===== src/rtl/gf2_poly_div_seq.sv =====
// gf2_poly_div_seq: sequential carry-less (GF(2)) polynomial long divider.
// Given dividend C and divisor B, produces Q and R with C = Q*B ^ R and
// deg(R) < deg(B). One division step is retired per clock. Operands are
// taken over a valid/ready input handshake, and results are returned over a
// valid/ready output handshake.
module gf2_poly_div_seq #(
    parameter int M = 5,
    parameter int N = 9
) (
    input  logic         clk,
    input  logic         rst_n,
    input  logic         in_valid,
    output logic         in_ready,
    input  logic [N-1:0] C,
    input  logic [M-1:0] B,
    output logic         out_valid,
    input  logic         out_ready,
    output logic [N-1:0] Q,
    output logic [M-2:0] R,
    output logic         div_zero
);

    localparam int D_W   = (M > 1) ? $clog2(M) : 1;
    localparam int CNT_W = (N > 1) ? $clog2(N) : 1;

    typedef enum logic [1:0] {
        IDLE = 2'd0,
        CALC = 2'd1,
        DONE = 2'd2
    } state_t;

    state_t             state_q;
    logic [N-1:0]       dvd_q;      // dividend, shifted out MSB first
    logic [M-2:0]       b_q;        // divisor without its top bit (see below)
    logic [D_W-1:0]     d_q;        // degree of the divisor
    logic [M-2:0]       r_q;        // working remainder, deg < d
    logic [N-1:0]       q_q;        // quotient being assembled
    logic [CNT_W-1:0]   cnt_q;
    logic               in_ready_q;
    logic               out_valid_q;
    logic [N-1:0]       Q_q;
    logic [M-2:0]       R_q;
    logic               dz_q;

    logic [M-1:0]       r_shift;
    logic               qbit;
    logic [M-2:0]       r_d;
    logic [N-1:0]       q_d;
    logic [D_W-1:0]     d_d;

    // Priority encoder: index of the highest set bit (0 when v is zero).
    function automatic logic [D_W-1:0] msb_index(input logic [M-1:0] v);
        logic [D_W-1:0] idx;
        idx = '0;
        for (int i = 0; i < M; i++) begin
            if (v[i]) idx = D_W'(i);
        end
        return idx;
    endfunction

    // One long-division step. r' = (r<<1)|next bit. When r'[d] is set the
    // divisor is subtracted (XORed). The result always has bit M-1 clear,
    // since either r' stayed below degree d or bit d was cancelled. Only the
    // low M-1 bits of the remainder and of the divisor therefore take part
    // in the XOR.
    always_comb begin
        r_shift = {r_q, dvd_q[N-1]};
        qbit    = r_shift[d_q];
        r_d     = r_shift[M-2:0] ^ (qbit ? b_q : '0);
        q_d     = {q_q[N-2:0], qbit};
        d_d     = msb_index(B);
    end

    // Control FSM with registered handshake and result outputs.
    always_ff @(posedge clk or negedge rst_n) begin
        if (!rst_n) begin
            state_q     <= IDLE;
            dvd_q       <= '0;
            b_q         <= '0;
            d_q         <= '0;
            r_q         <= '0;
            q_q         <= '0;
            cnt_q       <= '0;
            in_ready_q  <= 1'b1;
            out_valid_q <= 1'b0;
            Q_q         <= '0;
            R_q         <= '0;
            dz_q        <= 1'b0;
        end else begin
            case (state_q)
                IDLE: begin
                    if (in_valid) begin
                        dvd_q      <= C;
                        b_q        <= B[M-2:0];
                        d_q        <= d_d;
                        r_q        <= '0;
                        q_q        <= '0;
                        in_ready_q <= 1'b0;
                        if (B == '0) begin
                            // Division by zero: report immediately.
                            state_q     <= DONE;
                            out_valid_q <= 1'b1;
                            dz_q        <= 1'b1;
                            Q_q         <= '0;
                            R_q         <= '0;
                        end else begin
                            state_q <= CALC;
                            cnt_q   <= CNT_W'(N - 1);
                            dz_q    <= 1'b0;
                        end
                    end
                end
                CALC: begin
                    r_q   <= r_d;
                    q_q   <= q_d;
                    dvd_q <= {dvd_q[N-2:0], 1'b0};
                    cnt_q <= cnt_q - CNT_W'(1);
                    if (cnt_q == '0) begin
                        // Last of the N steps: publish the result.
                        state_q     <= DONE;
                        out_valid_q <= 1'b1;
                        Q_q         <= q_d;
                        R_q         <= r_d;
                    end
                end
                DONE: begin
                    if (out_ready) begin
                        state_q     <= IDLE;
                        out_valid_q <= 1'b0;
                        in_ready_q  <= 1'b1;
                    end
                end
                default: begin
                    state_q     <= IDLE;
                    out_valid_q <= 1'b0;
                    in_ready_q  <= 1'b1;
                end
            endcase
        end
    end

    assign in_ready  = in_ready_q;
    assign out_valid = out_valid_q;
    assign Q         = Q_q;
    assign R         = R_q;
    assign div_zero  = dz_q;

endmodule


===== config.mk =====
export PLATFORM = sky130hd
export DESIGN_NAME = gf2_poly_div_seq
export DESIGN_NICKNAME = d
export VERILOG_FILES = /design/src/rtl/gf2_poly_div_seq.sv
export SDC_FILE = /design/constraint.sdc
export NUM_CORES = 1
export LEC_CHECK = 0
export CELL_PAD_IN_SITES_DETAIL_PLACEMENT = 0
export CELL_PAD_IN_SITES_GLOBAL_PLACEMENT = 1
export CORE_MARGIN = 5
export CORE_UTILIZATION = 41
export DETAILED_ROUTE_END_ITERATION = 6
export GPL_TIMING_DRIVEN = 0
export PLACE_DENSITY = 0.76
export SYNTH_ARGS = -nofsm -noshare
export SYNTH_HDL_FRONTEND = slang
export SYNTH_SLANG_ARGS = --single-unit

===== constraint.sdc =====
create_clock -name clk -period 2.3 [get_ports clk]
set_input_delay 0.46 -clock clk [delete_from_list [all_inputs] [get_ports clk]]
set_output_delay 0.46 -clock clk [all_outputs]
set_load 0.05 [all_outputs]

-- After elaboration in Yosys (flattened, before gate mapping)
Index checks and enable logic that the tools add are counted.
W data, S select, Z words.
- add/sub/neg operators: 1
- order comparisons: 1
- equality and inequality tests: 7
- mux-type cells: 38
- bitwise operators: 2
- reduce and logical (&&, ||, !) cells: 11
- operator list (operator ; count):
    $mux W9 ; 4
    $pmux W9 S2 ; 2
    $mux W4 ; 7
    $pmux W4 S2 ; 3
    $pmux W8 S2 ; 1
    $mux W2 ; 5
    $ne A2 B2 Y1 const B ; 5
    $mux W1 ; 9
    $reduce_and A3 Y1 ; 3
    $mux W8 ; 1
    $reduce_and A4 Y1 ; 2
    $mux W3 ; 2
    $pmux W1 S3 ; 2
    $pmux W2 S3 ; 1
    $logic_not A5 Y1 ; 1
    $logic_not A4 Y1 ; 1
    $lt A3 B4 Y1 const B ; 1
    $reduce_and A2 Y1 ; 2
    $sub A4 B1 Y4 const B ; 1
    $xor A4 B4 Y4 ; 1
    $bmux W1 S3 ; 1
    $eq A2 B1 Y1 const B ; 1
    $eq A2 B2 Y1 const B ; 1
    $logic_not A2 Y1 ; 1
    other kinds (2) ; 2
- flip-flop bits (word level): 50
- bits of input ports: 18
- output and inout bits: 16
- logic and storage cells: 72

-- Logic depth before layout (Yosys ltp)
- depth after elaboration: 6
- mapped depth: 9
- mapped depth without buffers: 7

-- Least setup slack after synthesis
Ideal clock, no wire load.
- path type: input to register
- start point: in B[3]
- end point: reg Q_q[5] (netlist: Q[5])
- library setup time: 0.121 ns
- arrival time: 1.692 ns
- path slack: 0.487 ns
- stages on the path: 7
- path buffers: 2
- cell sequence: or2_4 > nor4_4 > nor2_1 > or3_1 > buf_6 > buf_6 > a22o_1
- word-level cells in the longest chain between the ends: 3
- ends and longest elaborated chain (item ; RTL line ; RTL):
    start: declaration ; 15 ; input logic [M-1:0] B,
    $logic_not A5 Y1 ; 99 ; if (B == '0) begin
    $ne A2 B2 Y1 (no source line) ; - ;
    $reduce_and A4 Y1 (no source line) ; - ;
    end signal: assignment ; 122 ; Q_q <= q_d;
    end: declaration ; 41 ; logic [N-1:0] Q_q;
No other way between the ends.
A chain may end at the register's enable or synchronous reset.

-- Worst setup path in the final report
- start point: reg in_ready_q (netlist: in_ready)
- end point: out in_ready
- RTL lines (item ; RTL line ; RTL):
    start: declaration ; 39 ; logic in_ready_q;
    start signal: assignment ; 84 ; in_ready_q <= 1'b1;
    start signal: assignment ; 98 ; in_ready_q <= 1'b0;
    start signal: assignment ; 130 ; in_ready_q <= 1'b1;
    end: declaration ; 13 ; output logic in_ready,
No word-level cell between the ends.

==> metrics.md <==
| Metric | Value |
|---|---|
| Post-DP HPWL | 3557 um |
| Seq/Total Area, Yosys | 57.63% |
| CTS Buf Count | 5 |
| Grt ovf | 0 |
| Worst Path Required | 1840 ps |
| Die Width | 82.81 um |
| Post-CTS Setup Bufs | 0 |
| EDFF count, synth | 0 |
| Die area | 6857 um^2 |
| Starting Density | 42.28% |
| Most numerous cell in the Yosys netlist | nand2_1 |
| CP peak stage delay | 800 ps |
| Vias in the first global route | 1,752 |
| Hold Path Class | in2async |
| Core area | 5140 um^2 |
| DR vias | 1,681 |
| Fmax | 471.2 MHz |
| CTS H-tree lvls | 2 |
| IO Count | 34 |
| Hold Buf Count CTS | 0 |
| Global-route wire length before repair | 8714 um |
| Int Pwr | 2108 uW |
| Average routed wire per standard cell | 14.49 um |
| # port buffers | 33 |
| Gate Count Post-Synth | 223 |
| Synth warn | 0 |
| Status | completed |
| Largest net degree at the start of global routing | 28 |
| Net Count, Synth | 243 |
| CTS tree | yes |
| RSZ-0062 raised after global routing | false |
| Final core utilization | 52.53% |
| Layout cells sized above 1 | 7.170% |
| Via-to-Cell Ratio | 5.018 |
| Gates resized, CTS repair | 0 |
| Max Fanout on Critical Path | 3 |
| Final setup viols | 0 |
| Worst-Margin Slew | 690.6 ps |
| Startpoint Class | flop |
| Switching Fraction | 44.15% |
| Hold Vio Cnt, Final | 0 |
| Clk pwr share | 14.2% |
| Clk Latency, worst-skew pair | 310 ps |
| Clock slew at reported path FFs | 100 ps |
| Max-Cap Viols | 0 |
| Post-synth ARST share | 100.0% |
| Gr usage total | 15.44% |
| Leakage | 0.001181 uW |
| DRT iter0 DRCs | 95 |
| Cell family contributing the most delay on the critical path | buffers and inverters |
| Switching power total | 1666 uW |
| CP max-delay cell | clkdlybuf4s50_1 |
| Clk buf depth | 2 |
| Primary flip-flop cell chosen by synthesis mapping | dfrtp_1 |
| CP endpoint kind | primary output |
| Final WL | 4854 um |
| Critical path class | reg2out |
| Pre-Repair DR Iteration Count | 4 |
| Nets | 284 |
| Comb power frac | 46.1% |
| Worst IR Drop VDD | 0.5464 mV |
| Area contributors post-synth | dfrtp_1 (56%), nand2_1 (10%), o21ai_0 (5.1%) |
| Final Skew | 7.191 ps |
| TNS Setup | 0 ps |
| Average cell area after synthesis | 9.746 um^2 |
| P&R area growth vs syn | 24.24% |
| Final Slew Violations | 0 |
| Cell Area, Synth | 2173 um^2 |
| Power per Cell Area | 1398 nW/um^2 |
| Routed Antenna Nets | 0 |
| Layout fillers | 519 |
| Crit path DAT | 1660 ps |
| Crit path time final | 2122 ps |
| CTS root buffer | clkbuf_8 |
| Flop pwr share | 39.7% |
| Clock sinks | 50 |
| Slew Limit Headroom | 53.33% |
| Drt drc | 0 |
| GPL Wtd Cong | 0.7332 |
| Synth area leader | dfrtp_1 |
| Synth unique cells | 32 |
| Post-synth top area share | 56.42% |
| CP Cell Sequence | clkdlybuf4s50_1 |
| Standard-cell rows | 26 |
| Most frequent cells after synthesis | nand2_1 (60), dfrtp_1 (49), o21ai_0 (22), nor2_1 (18), a22o_1 (9) |
| Initial antenna violation count | 0 |
| # diodes | 0 |
| Fin crit share | 92.27% |
| Die Span Y | 82.81 um |
| Bufs and invs on worst path | 1 |
| #FFs+latches synth | 50 |
## registers in the layout, indices dropped and copies added (netlist names)
signal and count:
Q 9, R 4, b_q 4, cnt_q 4, d_q 3, div_zero 1, dvd_q 9, in_ready 1
out_valid 1, q_q 8, r_q 4, state_q 2
## worst paths after layout
check                      depth (start not counted)                   end  slack (ps)                  from
min                                                1      Q[3]$_DFFE_PN0P_         120                 rst_n
max                                                1              in_ready         180  in_ready$_DFFE_PN1P_
min reg2reg                                        2    b_q[3]$_DFFE_PN0P_         480    b_q[3]$_DFFE_PN0P_
max reg2reg                                        9      Q[7]$_DFFE_PN0P_         350  cnt_q[0]$_DFFE_PN0P_
max in group asynchronous                          2  dvd_q[8]$_DFFE_PN0P_        1640                 rst_n
min in group clk                                   2    b_q[3]$_DFFE_PN0P_         480    b_q[3]$_DFFE_PN0P_
## final cells by class
| cell class | count | area (um^2) | share of cell area (%) |
|---|---|---|---|
| Inverter | 5 | 18.77 | 0.6951 |
| Timing Repair Buffer | 34 | 345.3 | 12.79 |
| Sequential cell | 50 | 1252 | 46.39 |
| Clock inverter | 3 | 25.02 | 0.9268 |
| Clock buffer | 5 | 68.82 | 2.549 |
| Tap cell | 70 | 87.58 | 3.244 |
| Buffer | 11 | 57.56 | 2.132 |
| Multi-Input combinational cell | 157 | 844.6 | 31.28 |
## logic make-up after synthesis
logic type / synth area share (%)
AND/OR/NAND/NOR: 19.00
AO/OA/AOI/OAI: 16.18
flip-flops: 57.63
buffers and inverters: 3.511
XOR/XNOR: 1.612
multiplexers: 0.9212
adder cells (fa/ha/maj): 1.151
## cell usage in the layout, fill, tap and decap left out, drive strengths merged, types with 2 or more instances in the layout
master         count
nor3               3
dfrtp             49
a21oi              5
ha                 2
mux2i              2
nand2             60
nand2b             3
buf                5
inv                6
nand3b             2
a31oi              8
or2                3
a22o               9
o22ai              2
clkdlybuf4s50     32
xor2               4
o2bb2ai            5
clkbuf            13
o21ai             22
nor2              18
## per-layer routing
layer  vias to the layer above  track usage (%)  routed length [um]
li1                        840                -                   -
met1                       799            21.90                2369
met2                        34            22.52                2221
met3                         8            4.257                 196
met4                         0            5.646                  67
met5                         -                0                   0
## stage by stage
stage / hold slack, ps / power (uW) / instance area [um^2] / instances / setup WS [ps]
finish: 120.2 / 3774 / 2700 / 335 / 177.8
global placement: 456.6 / 3240 / 2591 / 326 / -770.7
detailed placement: 461.2 / 3281 / 2606 / 327 / -134.2
global route: 146.1 / 4094 / 2700 / 335 / 114.1
floorplan: 164.4 / 2704 / 2173 / 223 / 487.1
CTS: 132.6 / 3827 / 2700 / 335 / 158.2
## power by group through the flow
stage | logic [uW] | registers (uW) | clock network [uW]
2_1_floorplan | 889 | 1820 | 0
3_3_place_gp | 1730 | 1510 | 0
3_5_place_dp | 1770 | 1520 | 0
4_1_cts | 1770 | 1500 | 556
5_1_grt | 1940 | 1560 | 595
6_report | 1740 | 1500 | 535
(Power assumes the default switching activity.)
==> RTL edit 1, RTL diff (config.mk and constraints unchanged) <==
Change the parameter `N` from 9 to 10.
--- a/src/rtl/gf2_poly_div_seq.sv
+++ b/src/rtl/gf2_poly_div_seq.sv
@@ -5,7 +5,7 @@
 // valid/ready output handshake.
 module gf2_poly_div_seq #(
     parameter int M = 5,
-    parameter int N = 9
+    parameter int N = 10
 ) (
     input  logic         clk,
     input  logic         rst_n,
Interface: changed (resized C and Q); port bits go from 34 to 36. The function was not compared with the original's and may differ.
==> RTL edit 1 against the original RTL <==
Total power grew 15%; first-iteration DRC count shrank 22%; die area grew 8.2%; design area grew 9.1%; worst hold slack gained 15 ps; area after synthesis grew 9.3%; fmax grew 0.11%; largest cell class unchanged; setup slack gained 2.4 ps; wire length grew 11%; sequential cell count grew 3; largest power group unchanged; count of clock-buffer cells in the layout is the same.
==> RTL edit 1: results (changes against the original RTL) <==
global_routing:
  grt_max_degree: 31  # +11%
  grt_first_pass_wirelength_mm: 9.10  # +4.4%
  use_met2_pct: 23.2  # +0.67 points
  grt_usage_pct: 15.5  # +0.032 points
  grtUsageMet3_pct: 3.65  # -0.61 points
  grtUsageMet1_pct: 22.3  # +0.41 points
  grt_pass1_vias: 1810  # +3.3%
drt:
  wl_met1_mm: 2.73  # +15%
  viasPerCell: 5.27  # +5.0%
  wl_met2_mm: 2.32  # +4.6%
  dr_wl_met3_um: 253  # +29%
  avgRoutedWirePerCell_um: 15.1  # +3.9%
  drt_iter0_drc: 74  # -22%
placement:
  gp_congestion: 0.767  # +4.7%
  place_inst: 349  # +6.7%
  hpwl_mm: 3.81  # +7.1%
  preCtsSetupSlack_ps: -39.5  # +94.7 ps
  placed_area_sq_um: 2830  # +8.6%
  port_buffers: 35  # +6.1%
layout:
  diodes: 0  # unchanged
  fin_nets: 304  # +7.0%
  regArea_sq_um: 1330  # +6.0%
  layout-drive-gt1-share_pct: 7.72  # +0.55 points
  fillers: 537  # +3.5%
  final_cells: 357  # +6.6%
power:
  cellLeakagePower_nw: 1.33  # +13%
  pg_clk_w: 0.000651  # +22%
  switching_share_pct: 43.0  # -1.1 points
  power.net_switching_w: 0.00187  # +12%
  powerComb_w: 0.00204  # +17%
  ir_worst_vdd_v: 0.000517  # -5.3%
worst_setup_path:
  crit_path_start: "in_ready"
  timing.rr.end: "Q[6]"
  reg2reg_depth: 6  # -3
  setup.worst_path.end: "in_ready"
  r2r_slack_ps: 430  # +80 ps
yosys:
  synth_flop_cell: "dfrtp_1"
  ys_types: 41  # +28%
  synth_common_cells: "nand2_1 (53), dfrtp_1 (52), o21ai_0 (16)"
  async_flop_share_pct: 100  # unchanged
  synth.area.top_cells: "dfrtp_1 (55%), nand2_1 (8.4%), a22o_1 (3.7%), o21ai_0 (3.4%), a31oi_1 (2.4%)"
  yosysSeqAreaShare_pct: 55.9  # -1.8 points
  syn_nets: 261  # +7.4%
  syn_inst: 241  # +8.1%
sta:
  min_period_ps: 2120  # -2.35 ps
  max_slew_margin_pct: 61.7  # +8.4 points
  skew_ps: 6.44  # -0.754 ps
  hold_slack_ps: 135  # +15.2 ps
hold_path:
  hp-class: "in2async"
outcome:
  status: "complete, no violations"
-- RTL edit 1: changes by cell type after synthesis, moves of 4 or more --
cell | before | now
nand3_1 | 1 | 9
nand2_1 | 60 | 53
o21ai_0 | 22 | 16
buf_2 | 1 | 6
inv_1 | 4 | 9
a211o_1 | 0 | 4
nor4_1 | 0 | 4
o211ai_1 | 0 | 4
o2bb2ai_1 | 5 | 1
xor2_1 | 4 | 0
-- RTL edit 1: cell families after synthesis --
group                      synth area share (%)
AOI/OAI and AO/OA                          18.5
adders and majority gates                 0.527
buffers and inverters                      4.42
DFF                                        55.9
muxes                                     0.843
and+or+nand+nor                            19.9
-- RTL edit 1: area by class of cell --
| cell class | instances | share of cell area (%) |
|---|---|---|
| flip-flops and latches | 53 | 45.1 |
| multi-input cells | 164 | 32.0 |
| repair buffers | 36 | 12.4 |
| well taps | 72 | 3.06 |
| plain buffers | 15 | 2.42 |
| clock buffers | 5 | 2.34 |
| clock inverters | 3 | 1.57 |
| inverters | 9 | 1.15 |
==> RTL edit 2, RTL diff (same flow settings) <==
Made on the original files. Reset style: synchronous (`rst_n`), changed in one clocked block.
--- a/src/rtl/gf2_poly_div_seq.sv
+++ b/src/rtl/gf2_poly_div_seq.sv
@@ -72,7 +72,7 @@
     end
 
     // Control FSM with registered handshake and result outputs.
-    always_ff @(posedge clk or negedge rst_n) begin
+    always_ff @(posedge clk) begin
         if (!rst_n) begin
             state_q     <= IDLE;
             dvd_q       <= '0;
Check against the original RTL: differs if rst_n is asserted again (counterexample within 4 cycles, from zero or initial values and one cycle with rst_n low); with rst_n held inactive, the same outputs for 10 cycles.
==> RTL edit 2 against the original RTL <==
Fmax is 6.3% higher; area after synthesis is 6.4% lower; via count shrank 2.0%; highest routed layer unchanged; utilization grew 1.3 points; wire length down 8.0%; global-route usage shrank 0.84 points; clock skew fell by 2.8 ps; final cell count is 1.2% lower; design area fell by 5.2%; setup slack better by 130 ps; count of clock-buffer cells in the layout increased by 1; sequential cell count stayed put.
Power is not compared: it rests on default switching activity, and its combinational part moved more than twofold at a synthesized area within 25%.
==> RTL edit 2: results (changes against the original RTL) <==
drt:
  topRoutingLayerUsed: "met4"
  drt_first_pass_iters: 4  # unchanged
  wl_met1_mm: 2.22  # -6.2%
  drt_iter0_drc: 63  # -34%
  avgRoutedWirePerCell_um: 13.5  # -6.9%
  wl_met2_mm: 2.05  # -7.8%
  viasPerCell: 4.98  # -0.84%
  dr_wl_met3_um: 171  # -13%
sta:
  max_slew_margin_pct: 62.6  # +9.3 points
  timing.setup.tns_ps: 0  # unchanged
  skew_ps: 4.40  # -2.79 ps
global_routing:
  grt_pass1_vias: 1596  # -8.9%
  antenna_found_initial: 0  # unchanged
  grt_max_degree: 15  # -46%
  grt_first_pass_wirelength_mm: 7.45  # -14%
  grt_usage_pct: 14.6  # -0.84 points
placement:
  hpwl_mm: 3.32  # -6.5%
  port_buffers: 33  # unchanged
  gp_congestion: 0.779  # +6.3%
outcome:
  status: "complete, no violations"
yosys:
  yosys_warnings: 0  # unchanged
  synth_common_cells: "dfxtp_1 (50), nand2_1 (37), nor2_1 (26)"
  yosysSeqAreaShare_pct: 49.2  # -8.4 points
  synth.area.top_cells: "dfxtp_1 (49%), nand2_1 (6.8%), nor2_1 (4.8%), a22oi_1 (3.7%), a22o_1 (3.4%)"
  syn_nets: 243  # unchanged
  ys_types: 42  # +31%
  async_flop_share_pct: 0  # -100 points
worst_setup_path:
  reg2reg_depth: 6  # -3
  critPathArrivalTime_ps: 2180  # +520 ps
  critPathSlowestCell: "clkdlybuf4s50_1"
  crit_family: "buffers and inverters"
  cp_max_fo: 10  # +7
  slowest_delay_ps: 450  # -350 ps
clock_network:
  cts_made_buffers: 5  # unchanged
  clk_path_buf_depth: 2  # unchanged
  cts_resized: 0  # unchanged
  clock_latency_ps: 290  # -20 ps
  cts_setup_buffers: 0  # unchanged
  root_buffer: "clkbuf_8"
layout:
  fillers: 472  # -9.1%
  diodes: 0  # unchanged
  fin_nets: 283  # -0.35%
  layout-drive-gt1-share_pct: 7.95  # +0.78 points
power:
  ir_worst_vdd_v: 0.000437
  power.net_switching_w: 0.000551
hold_path:
  min_path_cells: 2
  hp-class: "reg2reg"
RTL edit 2: cell count changes after synthesis, sizes merged, moves of 8 or more:
cell | before | now
a21boi | 0 | 8
a22oi | 0 | 10
a311oi | 0 | 8
a31oi | 8 | 0
dfrtp | 49 | 0
dfxtp | 0 | 50
nand2 | 60 | 37
nand3 | 1 | 9
nor2 | 18 | 28
o21ai | 22 | 8
RTL edit 2: cell families after synthesis:
group                    synth area share (%)
flip-flops                               49.2
AO/OA/AOI/OAI                            23.0
XOR/XNOR                                 2.58
AND/OR/NAND/NOR                          19.6
adder cells (fa/ha/maj)                 0.615
buffers and inverters                    3.94
multiplexers                            0.985
RTL edit 2: final timing paths:
kind | end | startpoint | slack, ps
worst max-delay path | Q[4] | B[3] | 300
worst min-delay path | div_zero | div_zero | 460
worst max register to register | Q[4] | cnt_q[0] | 580
worst min register to register | div_zero | div_zero | 460
RTL edit 2: power by group through the flow:
| stage | clock network, W | logic (W) | registers, W |
|---|---|---|---|
| after CTS | 0.000637 | 0.000395 | 0.000962 |
| after global routing | 0.000678 | 0.000438 | 0.000968 |
| after floorplan | 0 | 0.000255 | 0.00100 |
| after global placement | 0 | 0.000393 | 0.000982 |
| after detailed placement | 0 | 0.000394 | 0.000983 |
| final | 0.000622 | 0.000392 | 0.000962 |
RTL edit 2: metal layers:
layer,up-vias,GRT usage (%)
met1,748,20.0
li1,869,-
met3,2,3.14
met2,28,23.1
met4,0,4.05
met5,-,0
RTL edit 2: through the flow:
stage          setup WS (ps)  instances  instance area, sq um
3_5_place_dp           -4.61        324                  2450
3_3_place_gp           -8.59        324                  2450
2_1_floorplan            659        224                  2030
6_report                 304        331                  2560
4_1_cts                  306        331                  2560
5_1_grt                  130        331                  2560
RTL edit 2: area by class of cell:
cell class                 instances  area share [%]
buffer                            11            2.25
sequential                        50            39.1
multi-input combinational        157            37.2
inverter                           6           0.880
clock inverter                     1            1.17
tap                               67            3.27
clock buffer                       6            3.23
timing repair buffer              33            12.9
RTL edit 2: worst reg2reg max path, stage by stage (launching register included):
cell      delay (ps)
dfxtp_1          350
inv_1             80
ha_1             240
and2_1           190
a221oi_2         410
buf_4            250
a22o_1           150
